===== src/rtl/decode_seq.sv =====
`default_nettype none
// ============================================================================
// Module  : decode_seq
// Brief   : Handshaked decode stage; latches fields, sequences Rn/Rm reads.
// Revision: 1.0
// ============================================================================
module decode_seq #(
    parameter int DATA_W  = 16,
    parameter bit SKIP_EN = 1'b1
) (
    input  logic              clk,
    input  logic              reset_n,
    input  logic              in_valid,
    output logic              in_ready,
    input  logic [15:0]       instruction,
    output logic              rd_en,
    output logic [2:0]        readnum,
    output logic [2:0]        writenum,
    output logic [2:0]        opcode,
    output logic [1:0]        op,
    output logic [1:0]        shift,
    output logic [DATA_W-1:0] sximm5,
    output logic [DATA_W-1:0] sximm8,
    output logic              out_valid,
    input  logic              out_ready
);

    typedef enum logic [1:0] {
        IDLE = 2'd0,
        RD_A = 2'd1,
        RD_B = 2'd2,
        DONE = 2'd3
    } state_t;

    state_t      state_q, state_d;
    logic [2:0]  opcode_q, opcode_d;
    logic [1:0]  op_q, op_d;
    logic [1:0]  shift_q, shift_d;
    logic [2:0]  rm_q, rm_d;
    logic [7:0]  imm8_q, imm8_d;
    logic [2:0]  readnum_q, readnum_d;
    logic [2:0]  writenum_q, writenum_d;
    logic        need_b_q, need_b_d;

    logic [2:0]  w_opc;
    logic [1:0]  w_op;
    logic        w_mov_imm;
    logic        w_mov_reg;
    logic        w_mvn;
    logic        w_need_a;
    logic        w_need_b;

    // Operand needs are decoded straight from the incoming word at accept time.
    assign w_opc     = instruction[15:13];
    assign w_op      = instruction[12:11];
    assign w_mov_imm = (w_opc == 3'b110) && (w_op == 2'b10);
    assign w_mov_reg = (w_opc == 3'b110) && (w_op == 2'b00);
    assign w_mvn     = (w_opc == 3'b101) && (w_op == 2'b11);
    assign w_need_a  = !SKIP_EN || !(w_mov_imm || w_mov_reg || w_mvn);
    assign w_need_b  = !SKIP_EN || !w_mov_imm;

    always_comb begin
        state_d    = state_q;
        opcode_d   = opcode_q;
        op_d       = op_q;
        shift_d    = shift_q;
        rm_d       = rm_q;
        imm8_d     = imm8_q;
        readnum_d  = readnum_q;
        writenum_d = writenum_q;
        need_b_d   = need_b_q;

        case (state_q)
            IDLE: begin
                if (in_valid) begin
                    opcode_d   = w_opc;
                    op_d       = w_op;
                    shift_d    = instruction[4:3];
                    rm_d       = instruction[2:0];
                    imm8_d     = instruction[7:0];
                    writenum_d = (w_opc == 3'b110) ? instruction[10:8] : instruction[7:5];
                    need_b_d   = w_need_b;
                    if (w_need_a) begin
                        state_d   = RD_A;
                        readnum_d = instruction[10:8];
                    end else if (w_need_b) begin
                        state_d   = RD_B;
                        readnum_d = instruction[2:0];
                    end else begin
                        state_d   = DONE;
                    end
                end
            end
            RD_A: begin
                if (need_b_q) begin
                    state_d   = RD_B;
                    readnum_d = rm_q;
                end else begin
                    state_d   = DONE;
                end
            end
            RD_B: state_d = DONE;
            DONE: begin
                if (out_ready) begin
                    state_d = IDLE;
                end
            end
            default: state_d = IDLE;
        endcase
    end

    always_ff @(posedge clk) begin
        if (!reset_n) begin
            state_q    <= IDLE;
            opcode_q   <= 3'd0;
            op_q       <= 2'd0;
            shift_q    <= 2'd0;
            rm_q       <= 3'd0;
            imm8_q     <= 8'd0;
            readnum_q  <= 3'd0;
            writenum_q <= 3'd0;
            need_b_q   <= 1'b0;
        end else begin
            state_q    <= state_d;
            opcode_q   <= opcode_d;
            op_q       <= op_d;
            shift_q    <= shift_d;
            rm_q       <= rm_d;
            imm8_q     <= imm8_d;
            readnum_q  <= readnum_d;
            writenum_q <= writenum_d;
            need_b_q   <= need_b_d;
        end
    end

    assign in_ready  = (state_q == IDLE);
    assign out_valid = (state_q == DONE);
    assign rd_en     = (state_q == RD_A) || (state_q == RD_B);
    assign readnum   = readnum_q;
    assign writenum  = writenum_q;
    assign opcode    = opcode_q;
    assign op        = op_q;
    assign shift     = shift_q;
    assign sximm5    = {{(DATA_W-5){imm8_q[4]}}, imm8_q[4:0]};
    assign sximm8    = {{(DATA_W-8){imm8_q[7]}}, imm8_q};

endmodule
`default_nettype wire

===== config.mk =====
export PLATFORM = sky130hd
export DESIGN_NAME = decode_seq
export DESIGN_NICKNAME = d
export VERILOG_FILES = /design/src/rtl/decode_seq.sv
export SDC_FILE = /design/constraint.sdc
export NUM_CORES = 1
export LEC_CHECK = 0
export ABC_AREA = 0
export CORE_MARGIN = 5
export CORE_UTILIZATION = 39
export DETAILED_ROUTE_END_ITERATION = 10
export GPL_ROUTABILITY_DRIVEN = 1
export PLACE_DENSITY = 0.8
export SYNTH_ARGS = -nofsm -noshare
export SYNTH_HDL_FRONTEND = slang
export SYNTH_SLANG_ARGS = --single-unit

===== constraint.sdc =====
create_clock -name clk -period 2.55 [get_ports clk]
set_input_delay 0.51 -clock clk [delete_from_list [all_inputs] [get_ports clk]]
set_output_delay 0.51 -clock clk [all_outputs]
set_load 0.02 [all_outputs]

---- Yosys cells after proc, flatten, opt, wreduce, memory -nomap -nowiden ----
Cells that the tools add are included.
operators by class
  eq/ne operators ......................... 11
  multiplexer cells ....................... 12
  reduce and logical (&&, ||, !) cells .... 13
operators by type and width
  operator            count
  $mux 3              5
  $eq 2x2->1 const B  4
  $pmux 2 s4          1
  $eq 3x3->1 const B  2
  $mux 2              3
  $pmux 3 s2          1
  $logic_not 2->1     2
  $ne 2x2->1 const B  2
  $reduce_and 2->1    2
  $reduce_and 4->1    1
  $logic_and 1x1->1   3
  $logic_or 1x1->1    3
  $ne 3x3->1 const B  1
  $eq 2x1->1 const B  1
  $mux 1              2
  $ne 2x1->1 const B  1
  $reduce_bool 2->1   1
  $logic_not 1->1     1
word-level totals
  flip-flop bits (word level) ............. 27
  input port bits ......................... 20
  output and inout port bits .............. 48
  logic and storage cells ................. 45

---- Longest topological paths before layout ----
  word-level depth ........................ 7
  depth in mapped cells ................... 6
  gate-level depth less buffers ........... 6

---- Worst setup path after synthesis ----
No wires, ideal clock.
  path kind ............................... register to register
  from .................................... register state_q[0]
  to ...................................... register readnum_q[1] (netlist: readnum[1])
  setup time .............................. 0.079 ns
  arrival ................................. 1.877 ns
  data required time ...................... 2.471 ns
  setup slack ............................. 0.594 ns
  cell stages (with the launch flop) ...... 7
  path buffers ............................ 0
  clock period less this slack ............ 1.956 ns
  path through ............................ dfxtp_1 inv_1 ha_1 and2b_2 a311o_4 or3_4 o221ai_2
on the way
  cells in the longest elaborated chain, start to end .. 3
  elaborated cells on any way between the ends .. 8
  classes of those cells .................. 4 x eq/ne; 1 x mux; 3 x reduce/logical
RTL lines
  element                                       RTL line  text
  from (decl)                                   35        state_t state_q, state_d;
  from (signal assigned)                        124       state_q <= state_d;
  $logic_not 2->1 (*)                           --
  net in_ready                                  14        output logic in_ready,
  $ne 3x3->1 (no line) (tied with other cells)  --
  $reduce_and 4->1 (no line)                    --
  to (signal assigned)                          130       readnum_q <= readnum_d;
  to (decl)                                     41        logic [2:0] readnum_q, readnum_d;
Mark *: on every way through the listed nets, which the timed path passes. The rest lies on a longest branch.
A chain may end at the register's enable or synchronous reset.

---- Final worst setup path ----
  from .................................... register state_q[0]
  to ...................................... output in_ready
on the way
  cells in the longest elaborated chain, start to end .. 1
RTL lines
  element          RTL line  text
  $logic_not 2->1  136       assign in_ready = (state_q == IDLE);
  to (decl)        14
Every way passes these cells.

==> run metrics <==
period utilization=87.6%; min Tclk post-route=2.23 ns; non-filler instance count after layout=231; Total Nets Final=214; global-route wire length before repair=4.99 mm; GRT Residual Overflow=0; largest net degree at the start of global routing=20; fmax=448 MHz; Bufs on Longest Clock Path=2; Clock Latency Late Sink=0.30 ns; post-synth top area share=35.1%; Starting Density=40.7%; die height=66.7 µm; final WL=3.27 mm; H-tree Lvls=1; CP max-delay cell=clkdlybuf4s50_1; cell area power density=935 nW/µm²; unrepaired setup endpoints after global routing=false; ys async rst share=0%; Site Rows=20; syn avg cell area=8.47 µm²; DRC=0; Max-cap violations=0; worst min-delay path category=flip-flop to flip-flop; Vias/cell=4.84; Area contributors post-synth=dfxtp_1 (35%), buf_4 (16%), nand2_1 (8.1%), a21oi_1 (6.0%), mux2i_1 (5.6%); post-DP HPWL=2.57 mm; share of cells above drive strength 1=5.88%; skew final=0.00445 ns; cell area after placement=1760 µm²; syn_nets=173; final setup vio count=0; Vias=1119; drt wl/cell=14.2 µm; Post-CTS Setup Bufs=0; hold_buf cts=0; leakage power=0.000684 µW; Crit path largest cell delay=0.65 ns; die area=4450 µm²; mapped cell area=1250 µm²; max-slew violations=0; critical path class=flip-flop to primary output; number of synthesized flops with an enable pin=0; initial antenna violation count=0; Seq/Total Area, Yosys=35.1%; Routed Antenna Nets=0; most common cell in the netlist=nand2_1; Worst Tran Pin Value=0.571 ns; setup_tns=0 ns; CTS buffer count=3; type of origin of the critical path=flip-flop; IO buf count=67; Top FF cell, synth=dfxtp_1; CTS resizes=0; clock slew at reported path FFs=0.12 ns; crit path DAT=1.72 ns; Clock Tree Root=clkbuf_4; Yosys cell types=29; CTS tree=built; Layout area overhead=42.0%; Inst Count DP=228; final worst slack=0.317 ns; DR iter-0 viols=39; Worst VDD drop=0.382 mV; largest area contributor in the netlist=dfxtp_1; max_slew headroom=61.9%; post-route cell area=1780 µm²; Synth Instances=148; worst-path cell chain=inv_1 > ha_1 > clkdlybuf4s50_1; top cells by count, synth=nand2_1 (27), buf_4 (26), dfxtp_1 (22); CP max FO=6; DP Worst Slack=0.182 ns; status=finished clean; aggregate global-route resource usage=14.5%; Setup crit end kind=primary output; WP data required=2.04 ns; GPL Wtd Cong=0.828; I/O pins=68; die span in x=66.7 µm; Yosys warnings=0; total clock sinks=22; Inserted Diodes=0; final hold violation count=0; vias in the first global route=1061; core box area=3080 µm²; Seq cells post-synth=22; drt pass-1 iters=4
==> layer usage <==
metal / vias to the layer above / track usage, % / wire [µm]
li1: 555 / - / -
met1: 493 / 16.8 / 1310
met2: 67 / 24.4 / 1540
met3: 4 / 4.72 / 377
met4: 0 / 5.84 / 48
met5: - / 0 / 0
==> cells in the final DEF (no fill, tap or decap) <==
cell type        synthesis  layout
o21a_1                   1       1
clkdlybuf4s50_1          0      67
and2_2                   1       1
a21o_1                   1       1
or3_4                    1       1
a211oi_1                 4       4
nor3b_1                  2       2
nor2b_1                  1       1
and2b_1                  1       1
mux2i_1                  7       7
o221ai_1                 2       2
dfxtp_1                 22      22
clkbuf_4                 0       3
ha_1                     5       5
o21ai_1                  1       1
and4b_2                  1       1
nand3_1                  7       7
nand2_1                 27      27
and3b_1                  1       1
o221ai_2                 1       1
and2b_2                  1       1
inv_1                    4       4
buf_4                   26       2
nor2_1                   5       5
nor3_1                   1       1
and2_1                   1       1
a311o_4                  1       1
o41ai_1                  1       1
a21oi_1                 15      15
==> cell type report <==
type	instances	area, µm²
Tap cell	44	55.1
Multi-Input combinational cell	89	562
Fill cell	278	1300
Inverter	4	15.0
Clock buffer	3	22.5
Timing Repair Buffer	69	686
Sequential cell	22	440
==> power by group <==
group | total (µW) | switching (µW) | internal [µW]
sequential | 504 | 72.3 | 432
combinational | 1010 | 541 | 466
clock | 153 | 98.0 | 55.0
total | 1660 | 711 | 954
==> state kept, by name, indices dropped and copies added (netlist names) <==
name      flops
imm8_q        5
need_b_q      1
op            2
opcode        3
readnum       3
rm_q          2
shift         1
state_q       2
writenum      3
==> stage by stage <==
step                      power (µW)  util (%)  hold WS (ns)
after floorplan                 1170         -         0.480
after global placement          1490      57.1         0.443
after detailed placement        1520      57.1         0.449
after CTS                       1680      57.8         0.466
after global routing            1780      57.8         0.489
final                           1660      57.8         0.462
==> cell families after synthesis <==
kind of cell | count (synthesis) | share of synthesized area, %
multiplexers | 7 | 5.59
adder cells (fa/ha/maj) | 5 | 4.99
buffers and inverters | 37 | 20.1
AND/OR/NAND/NOR | 50 | 19.4
AO/OA/AOI/OAI | 27 | 14.9
flip-flops | 22 | 35.1
==> worst max-delay path, delay by kind of cell, from the launching register on <==
kind	cells	cell delay, ns
buffers and inverters	2	0.78
adder cells (fa/ha/maj)	1	0.30
flip-flops	1	0.35
==> final timing paths <==
path	start	to	slack, ns	cells past startpoint
worst min-delay path	imm8_q[6]$_SDFFE_PN0P_	imm8_q[6]$_SDFFE_PN0P_	0.46	2
worst max-delay path	state_q[0]$_SDFFE_PN0P_	in_ready	0.32	3
worst max register to register	state_q[0]$_SDFFE_PN0P_	readnum[0]$_SDFFE_PN0P_	0.47	6
worst min register to register	imm8_q[6]$_SDFFE_PN0P_	imm8_q[6]$_SDFFE_PN0P_	0.46	2
(Power assumes the default switching activity.)
